File: src/rtl/z80_prefetch_queue_if.sv
// z80_prefetch_queue_if: fetch bus and prefetch queue signals between core, memory and prefetcher
interface z80_prefetch_queue_if #(
   parameter int AW    = 16,
   parameter int DW    = 8,
   parameter int DEPTH = 4
);
   logic [AW-1:0]              A;
   logic                       RD;
   logic [DW-1:0]              DI;
   logic                       BUS_REQ;
   logic                       FLUSH;
   logic [AW-1:0]              FLUSH_PC;
   logic                       POP;
   logic [DW-1:0]              Q_DATA;
   logic [AW-1:0]              Q_PC;
   logic                       Q_VALID;
   logic [$clog2(DEPTH+1)-1:0] Q_LEVEL;
   modport master (output DI, BUS_REQ, FLUSH, FLUSH_PC, POP,
                   input  A, RD, Q_DATA, Q_PC, Q_VALID, Q_LEVEL);
   modport slave  (input  DI, BUS_REQ, FLUSH, FLUSH_PC, POP,
                   output A, RD, Q_DATA, Q_PC, Q_VALID, Q_LEVEL);
endinterface

File: src/rtl/z80_prefetch_queue.sv
// z80_prefetch_queue: sequential opcode prefetcher with PC-tagged FIFO, flush and bus yield
module z80_prefetch_queue #(
   parameter int            AW       = 16,
   parameter int            DW       = 8,
   parameter int            DEPTH    = 4,
   parameter int            MEM_LAT  = 1,
   parameter logic [AW-1:0] RESET_PC = '0
) (
   input logic CLOCK,
   input logic RESET,
   z80_prefetch_queue_if.slave bus
);
   localparam int LW = $clog2(DEPTH+1);
   localparam int PW = $clog2(DEPTH);
   localparam int IW = $clog2(MEM_LAT+1);
   localparam int SW = $clog2(DEPTH+MEM_LAT+1);
   logic [AW-1:0] fetch_pc;
   logic [DW-1:0] q_data [DEPTH];
   logic [AW-1:0] q_pc [DEPTH];
   logic [PW-1:0] wp, rp;
   logic [LW-1:0] level;
   logic [IW-1:0] inflight;
   logic          tag_v [MEM_LAT];
   logic [AW-1:0] tag_pc [MEM_LAT];
   logic          issue, push, pop, valid;
   // credit check uses registered counts only, so a same-cycle pop never frees a slot early
   always_comb begin
      issue = !RESET && !bus.BUS_REQ && !bus.FLUSH
              && (SW'(level) + SW'(inflight) < SW'(DEPTH));
      push  = tag_v[MEM_LAT-1];
      valid = level != '0;
      pop   = bus.POP && valid;
   end
   assign bus.RD      = issue;
   assign bus.A       = fetch_pc;
   assign bus.Q_VALID = valid;
   assign bus.Q_LEVEL = level;
   assign bus.Q_DATA  = valid ? q_data[rp] : '0;
   assign bus.Q_PC    = valid ? q_pc[rp] : '0;
   // fetch address and in-flight tag pipeline; flush kills every outstanding read
   always_ff @(posedge CLOCK) begin
      if (RESET || bus.FLUSH) begin
         fetch_pc <= RESET ? RESET_PC : bus.FLUSH_PC;
         for (int i = 0; i < MEM_LAT; i++) tag_v[i] <= 1'b0;
         inflight <= '0;
      end else begin
         if (issue) fetch_pc <= fetch_pc + AW'(1);
         tag_v[0]  <= issue;
         tag_pc[0] <= fetch_pc;
         for (int i = 1; i < MEM_LAT; i++) begin
            tag_v[i]  <= tag_v[i-1];
            tag_pc[i] <= tag_pc[i-1];
         end
         inflight <= inflight + IW'(issue) - IW'(push);
      end
   end
   // queue storage; returning byte lands at the tail tagged with its issue address
   always_ff @(posedge CLOCK) begin
      if (push) begin
         q_data[wp] <= bus.DI;
         q_pc[wp]   <= tag_pc[MEM_LAT-1];
      end
   end
   // queue pointers and fill level
   always_ff @(posedge CLOCK) begin
      if (RESET || bus.FLUSH) begin
         wp    <= '0;
         rp    <= '0;
         level <= '0;
      end else begin
         if (push) wp <= wp + PW'(1);
         if (pop) rp <= rp + PW'(1);
         level <= level + LW'(push) - LW'(pop);
      end
   end
endmodule
File: src/flat_wrapper.sv
// flat-port wrapper written by rule: the top's interface ports become plain ports
module z80_prefetch_queue_flat 
#(
   parameter int            AW       = 16,
   parameter int            DW       = 8,
   parameter int            DEPTH    = 4,
   parameter int            MEM_LAT  = 1,
   parameter logic [AW-1:0] RESET_PC = '0
)
  (CLOCK, RESET, bus_DI, bus_BUS_REQ, bus_FLUSH, bus_FLUSH_PC, bus_POP, bus_A, bus_RD, bus_Q_DATA, bus_Q_PC, bus_Q_VALID, bus_Q_LEVEL);
  z80_prefetch_queue_if #(.AW(AW), .DW(DW), .DEPTH(DEPTH)) bus_i ();
  input logic CLOCK;
  input logic RESET;
  input wire logic [$bits(bus_i.DI)-1:0] bus_DI;
  input wire logic [$bits(bus_i.BUS_REQ)-1:0] bus_BUS_REQ;
  input wire logic [$bits(bus_i.FLUSH)-1:0] bus_FLUSH;
  input wire logic [$bits(bus_i.FLUSH_PC)-1:0] bus_FLUSH_PC;
  input wire logic [$bits(bus_i.POP)-1:0] bus_POP;
  output wire logic [$bits(bus_i.A)-1:0] bus_A;
  output wire logic [$bits(bus_i.RD)-1:0] bus_RD;
  output wire logic [$bits(bus_i.Q_DATA)-1:0] bus_Q_DATA;
  output wire logic [$bits(bus_i.Q_PC)-1:0] bus_Q_PC;
  output wire logic [$bits(bus_i.Q_VALID)-1:0] bus_Q_VALID;
  output wire logic [$bits(bus_i.Q_LEVEL)-1:0] bus_Q_LEVEL;
  assign bus_i.DI = bus_DI;
  assign bus_i.BUS_REQ = bus_BUS_REQ;
  assign bus_i.FLUSH = bus_FLUSH;
  assign bus_i.FLUSH_PC = bus_FLUSH_PC;
  assign bus_i.POP = bus_POP;
  assign bus_A = bus_i.A;
  assign bus_RD = bus_i.RD;
  assign bus_Q_DATA = bus_i.Q_DATA;
  assign bus_Q_PC = bus_i.Q_PC;
  assign bus_Q_VALID = bus_i.Q_VALID;
  assign bus_Q_LEVEL = bus_i.Q_LEVEL;
  z80_prefetch_queue #(.AW(AW), .DW(DW), .DEPTH(DEPTH), .MEM_LAT(MEM_LAT), .RESET_PC(RESET_PC)) u_core (.CLOCK(CLOCK), .RESET(RESET), .bus(bus_i));
endmodule
File: config.mk
export PLATFORM = sky130hd
export DESIGN_NAME = z80_prefetch_queue_flat
export DESIGN_NICKNAME = d
export VERILOG_FILES = /design/src/rtl/z80_prefetch_queue_if.sv /design/src/rtl/z80_prefetch_queue.sv /design/src/flat_wrapper.sv
export SDC_FILE = /design/constraint.sdc
export NUM_CORES = 1
export LEC_CHECK = 0
export CORE_MARGIN = 1.5
export CORE_UTILIZATION = 62
export CTS_CLUSTER_DIAMETER = 30
export DETAILED_ROUTE_END_ITERATION = 7
export DONT_BUFFER_PORTS = 1
export PLACE_DENSITY = 0.88
export SLEW_MARGIN = 20
export SYNTH_ARGS = -nofsm -noshare
export SYNTH_HDL_FRONTEND = slang
export SYNTH_SLANG_ARGS = --single-unit
File: constraint.sdc
create_clock -name CLOCK -period 3.5 [get_ports CLOCK]
set_input_delay 0.7 -clock CLOCK [delete_from_list [all_inputs] [get_ports CLOCK]]
set_output_delay 0.7 -clock CLOCK [all_outputs]
set_load 0.01 [all_outputs]
Yosys cells after proc, flatten, opt, wreduce, memory -nomap -nowiden --
Memory sizes are Yosys's and may differ from the RTL's. A register that Yosys moved wholly into a read port is not among the register bits. Index checks and enable logic that the tools add are counted.
Operators by class: reduce and logical (&&, ||, !) cells 11, $add $sub $neg 8, order comparisons 1, muxes and demuxes 16
Operator list (number):
- two-way mux 16 bit | 4
- adder 16 x 1 -> 16 bit (second input constant) | 1
- two-way mux 2 bit | 4
- two-way mux 8 bit | 1
- two-way mux 1 bit | 7
- adder 3 x 1 -> 3 bit | 2
- adder 2 x 1 -> 2 bit (second input constant) | 2
- logical AND 1 bit | 4
- zero test 1 bit | 3
- < comparator 3 bit (second input constant) | 1
- nonzero test 3 bit | 1
- subtractor 3 x 1 -> 3 bit | 1
- nonzero test 2 bit | 1
- adder 1 bit | 1
- logical OR 1 bit | 1
- OR reduction 1 bit | 1
- subtractor 1 bit | 1
Word-level totals: memories 4, RAM bits 113, logic and storage cells 45, register bits 24
Memories:
- u_core.q_pc | words 4, bits a word 16, rd ports 1, clocked after memory_dff 1, write ports 1, line z80_prefetch_queue.sv:19 | logic [AW-1:0] q_pc [DEPTH];
- u_core.q_data | words 4, bits a word 8, rd ports 1, clocked after memory_dff 1, write ports 1, line z80_prefetch_queue.sv:18 | logic [DW-1:0] q_data [DEPTH];
- u_core.tag_pc | words 1, bits a word 16, rd ports 1, clocked after memory_dff 0, write ports 1, line z80_prefetch_queue.sv:24 | logic [AW-1:0] tag_pc [MEM_LAT];
- u_core.tag_v | words 1, bits a word 1, rd ports 1, clocked after memory_dff 0, write ports 1, line z80_prefetch_queue.sv:23 | logic tag_v [MEM_LAT];

Logic depth before layout (Yosys ltp) --
depth in word-level cells 6, depth in mapped cells 10

Worst setup path before layout --
OpenSTA, ideal clock, no wires.
path type register to register, from reg u_core.level[2], in the netlist u_core.bus.Q_LEVEL[2], to reg u_core.level[2], in the netlist u_core.bus.Q_LEVEL[2], cell stages (with the launch flop) 11, arrival 2203 ps, path slack 1179 ps, path buffers 1, setup time 118 ps, clock period less this slack 2321 ps, cell sequence dfxtp_1 -> or3_1 -> buf_2 -> and2_4 -> ha_1 -> inv_1 -> ha_1 -> fa_1 -> xnor2_1 -> xnor2_1 -> nor2_1
Between the ends: cells in the longest elaborated chain, start to end 3, elaborated cells between the ends (all ways) 4, classes of those cells add/sub: 2; reduce/logical: 2
Ends and longest elaborated chain:
- start: declaration | line z80_prefetch_queue.sv:21 | logic [LW-1:0] level;
- start signal: assignment | line z80_prefetch_queue.sv:73 | level <= level + LW'(push) - LW'(pop);
- nonzero test 3 bit | line z80_prefetch_queue.sv:31 | valid = level != '0;
- logical AND 1 bit | line z80_prefetch_queue.sv:32 | pop = bus.POP && valid;
- net u_core.pop | line z80_prefetch_queue.sv:25 | logic issue, push, pop, valid;
- subtractor 3 x 1 -> 3 bit | line z80_prefetch_queue.sv:73
The timed path passes the listed nets, and every way through them passes these cells. A chain may end at the register's enable or synchronous reset.

==> flow_summary_export.csv <==
group,metric,value,unit
outcome,status,"finished, final reports clean",
worst_hold_path,hold_start,"bus_DI[2]",
logic_synthesis,synth.yosys.seq_area_share,70.6,%
logic_synthesis,synthTopCellsByArea,"edfxtp_1, mux4_1, mux4_2",
run,maxCapViolations,0,
clocking,cts_htree_levels,4,
clocking,cts_tree,"built",
logic_synthesis,ys_seq_elements,139,
floorplan,fp.dieH,99.4,um
worst_hold_path,hold_path_class,"in -> reg",
critical_path,cp-end-kind,"output pin",
routing,final_antenna_net_count,0,
floorplan,ios,74,
timing,fin_crit_sh,78.9,%
critical_path,worstSetupPathType,"reg -> out",
clocking,insertion_delay,520,ps
placed_design,pre_cts_ws,932,ps
timing,fin_worst_skew,9.78,ps
logic_synthesis,syn_area,5760,um2
finish,finalNetCount,382,
clocking,clockBufferDepth,2,
routing,wl_per_cell,21.2,um
routing,wl,9870,um
routing,vias,2860,
logic_synthesis,synth-simple-area-share,7.82,%
clocking,numCtsBuffers,17,
timing,grt_setup_unrepaired,"no",
logic_synthesis,synth_cells,335,
clocking,clockRootBuffer,"clkbuf_8",
logic_synthesis,synthMuxAreaShare,10.9,%
floorplan,dieArea,9880,um2
finish,fin_util,73.7,%
routing,drt_iter0_drc,176,
critical_path,worstPathRequired,2800,ps
power_and_ir_drop,max-vdd-ir-drop,0.000463,V
finish,area_delta_synth_final,13.3,%
floorplan,die_w,99.4,um
global_route,track_usage,21.7,%
critical_path,path_max_fanout,24,
clocking,cts_setup_buffers,0,
power_and_ir_drop,pwr_density_cell,625,nW/um2
routing,vias_per_cell,6.14,
timing,min_period,2760,ps
finish,final_cell_mix,"edfxtp_1, and2_1, inv_1, nor2_1, clkbuf_16",
global_route,grt_first_pass_wirelength,15600,um
critical_path,r2r_start,"u_core.bus.Q_LEVEL[1]",
floorplan,core-area,8850,um2
timing,relSlewSlack,55.1,%
logic_synthesis,yosys.cell_types.count,37,
power_and_ir_drop,power_leakage,0.00226,uW
global_route,grt_max_degree,32,
global_route,first_global_vias,2978,
global_route,grt_antenna_before_repair,0,
logic_synthesis,synth-xor-area-share,2.87,%
logic_synthesis,yosysTopAreaCell,"edfxtp_1",
critical_path,reg2reg_slack,950,ps
finish,multiInputGateArea,1540,um2
clocking,hold_buffers,0,
timing,slew_violations,0,
timing,finalSetupTns,0,ps
finish,stdcell_area,6520,um2
critical_path,start_kind,"flop",
placed_design,gp_congestion,0.769,
finish,fill_cells,517,
floorplan,initial_core_util,65.1,%
timing,worst_slack,737,ps
floorplan,rows,34,
routing,drc,0,
timing,setup_viol,0,
finish,antennaDiodeCount,0,
clocking,cts_resized,0,
timing,tightest_slew,673,ps
global_route,overflow,0,
logic_synthesis,synth_compound_area_share,3.17,%
logic_synthesis,syn_nets,372,
placed_design,post_dp_cell_area,5860,um2
finish,regArea,4060,um2
critical_path,arrival,2060,ps
logic_synthesis,synth_warnings,0,
clocking,clock_sinks,139,
logic_synthesis,synth_fa_ha_area_share,1.87,%
timing,fmax,362,MHz
clocking,clkTransAtPathRegs,60,ps
timing,finalHoldViolations,0,
placed_design,hpwl,5960,um
finish,final_common_cell,"edfxtp_1",
finish,final_layout_size_suffix_gt1_share,16.5,%
logic_synthesis,synth_top_family_by_area,"multiplexers",
logic_synthesis,synth_top_area_share,66.7,%
routing,drt-pass1-iter-count,4,
placed_design,io_buffers,0,
logic_synthesis,syn_area_per_cell,17.2,um2
==> flip-flops by register name (all words and copies together), names as in the netlist, named ones only <==
name,count
u_core.q_pc,64
u_core.q_data,32
u_core.bus.A,16
u_core.tag_pc,16
u_core.bus.Q_LEVEL,3
u_core.rp,2
u_core.wp,2
u_core.inflight,1
u_core.tag_v,1
==> synthesized netlist by cell type <==
| cell type | instances |
|---|---|
| a211o_1 | 1 |
| a21o_1 | 3 |
| a21oi_1 | 11 |
| a21oi_2 | 2 |
| a31o_2 | 1 |
| and2_1 | 30 |
| and2_4 | 1 |
| and3_1 | 1 |
| buf_2 | 5 |
| buf_6 | 3 |
| clkbuf_1 | 8 |
| dfxtp_1 | 11 |
| edfxtp_1 | 128 |
| fa_1 | 1 |
| ha_1 | 7 |
| inv_1 | 18 |
| inv_2 | 1 |
| mux2i_1 | 4 |
| mux4_1 | 13 |
| mux4_2 | 11 |
| nand2_1 | 6 |
| nand3_1 | 4 |
| nand3_2 | 2 |
| nand4_1 | 3 |
| nand4_2 | 1 |
| nand4b_1 | 1 |
| nor2_1 | 18 |
| nor3_1 | 3 |
| nor4_1 | 4 |
| nor4_2 | 1 |
| o21a_1 | 8 |
| o21ai_0 | 2 |
| or2_2 | 1 |
| or3_1 | 3 |
| xnor2_1 | 9 |
| xnor2_2 | 1 |
| xor2_1 | 8 |
==> metal layers <==
| layer | share of wire [%] | track usage [%] | up-vias | routed length (um) |
|---|---|---|---|---|
| met1 | 43 | 27.5 | 1453 | 4230 |
| met5 | 0 | 0 | - | 0 |
| li1 | - | - | 1297 | - |
| met2 | 50 | 35.4 | 105 | 4930 |
| met3 | 6.3 | 7.59 | 5 | 621 |
| met4 | 0.92 | 7.69 | 0 | 91 |
==> report_power, final <==
part,internal (uW),switching [uW]
registers,1870,65.5
clock network,1340,654
logic,65.2,80.3
==> worst max-delay path: stages, from the launching register on <==
cell and delay [ps]:
dfxtp_1 310, buf_4 390, mux4_1 630, and2_1 210
==> worst paths after layout <==
check                                        endpoint  depth (start not counted)
worst max-delay path                     bus_Q_PC[13]                          3
worst min-delay path              u_core.q_data[3][2]                          0
worst max register to register  u_core.bus.Q_LEVEL[2]                         10
worst min register to register     u_core.q_pc[0][13]                          0
==> cells by family after synthesis <==
family | Yosys count
compound gates | 28
xor+xnor | 18
fa+ha+maj | 8
buf+inv | 35
flops | 139
mux | 28
simple gates | 79
==> metrics by stage <==
| stage | hold WS, ps | std cells | power (uW) |
|---|---|---|---|
| 3_3_place_gp | 470 | 434 | 2100 |
| 3_5_place_dp | 502 | 434 | 2120 |
| 5_1_grt | 251 | 466 | 4190 |
| 6_report | 275 | 466 | 4080 |
| 2_1_floorplan | 459 | 335 | 2080 |
| 4_1_cts | 257 | 466 | 4090 |
==> area by class of cell <==
type                       instances  area share, %
clock buffer                      21           6.89
tap                              108           2.07
clock inverter                    11           3.30
multi-input combinational        161           23.5
inverter                          19           1.09
timing repair buffer               7          0.806
sequential                       139           62.3
Power figures use the tool's default switching activity.
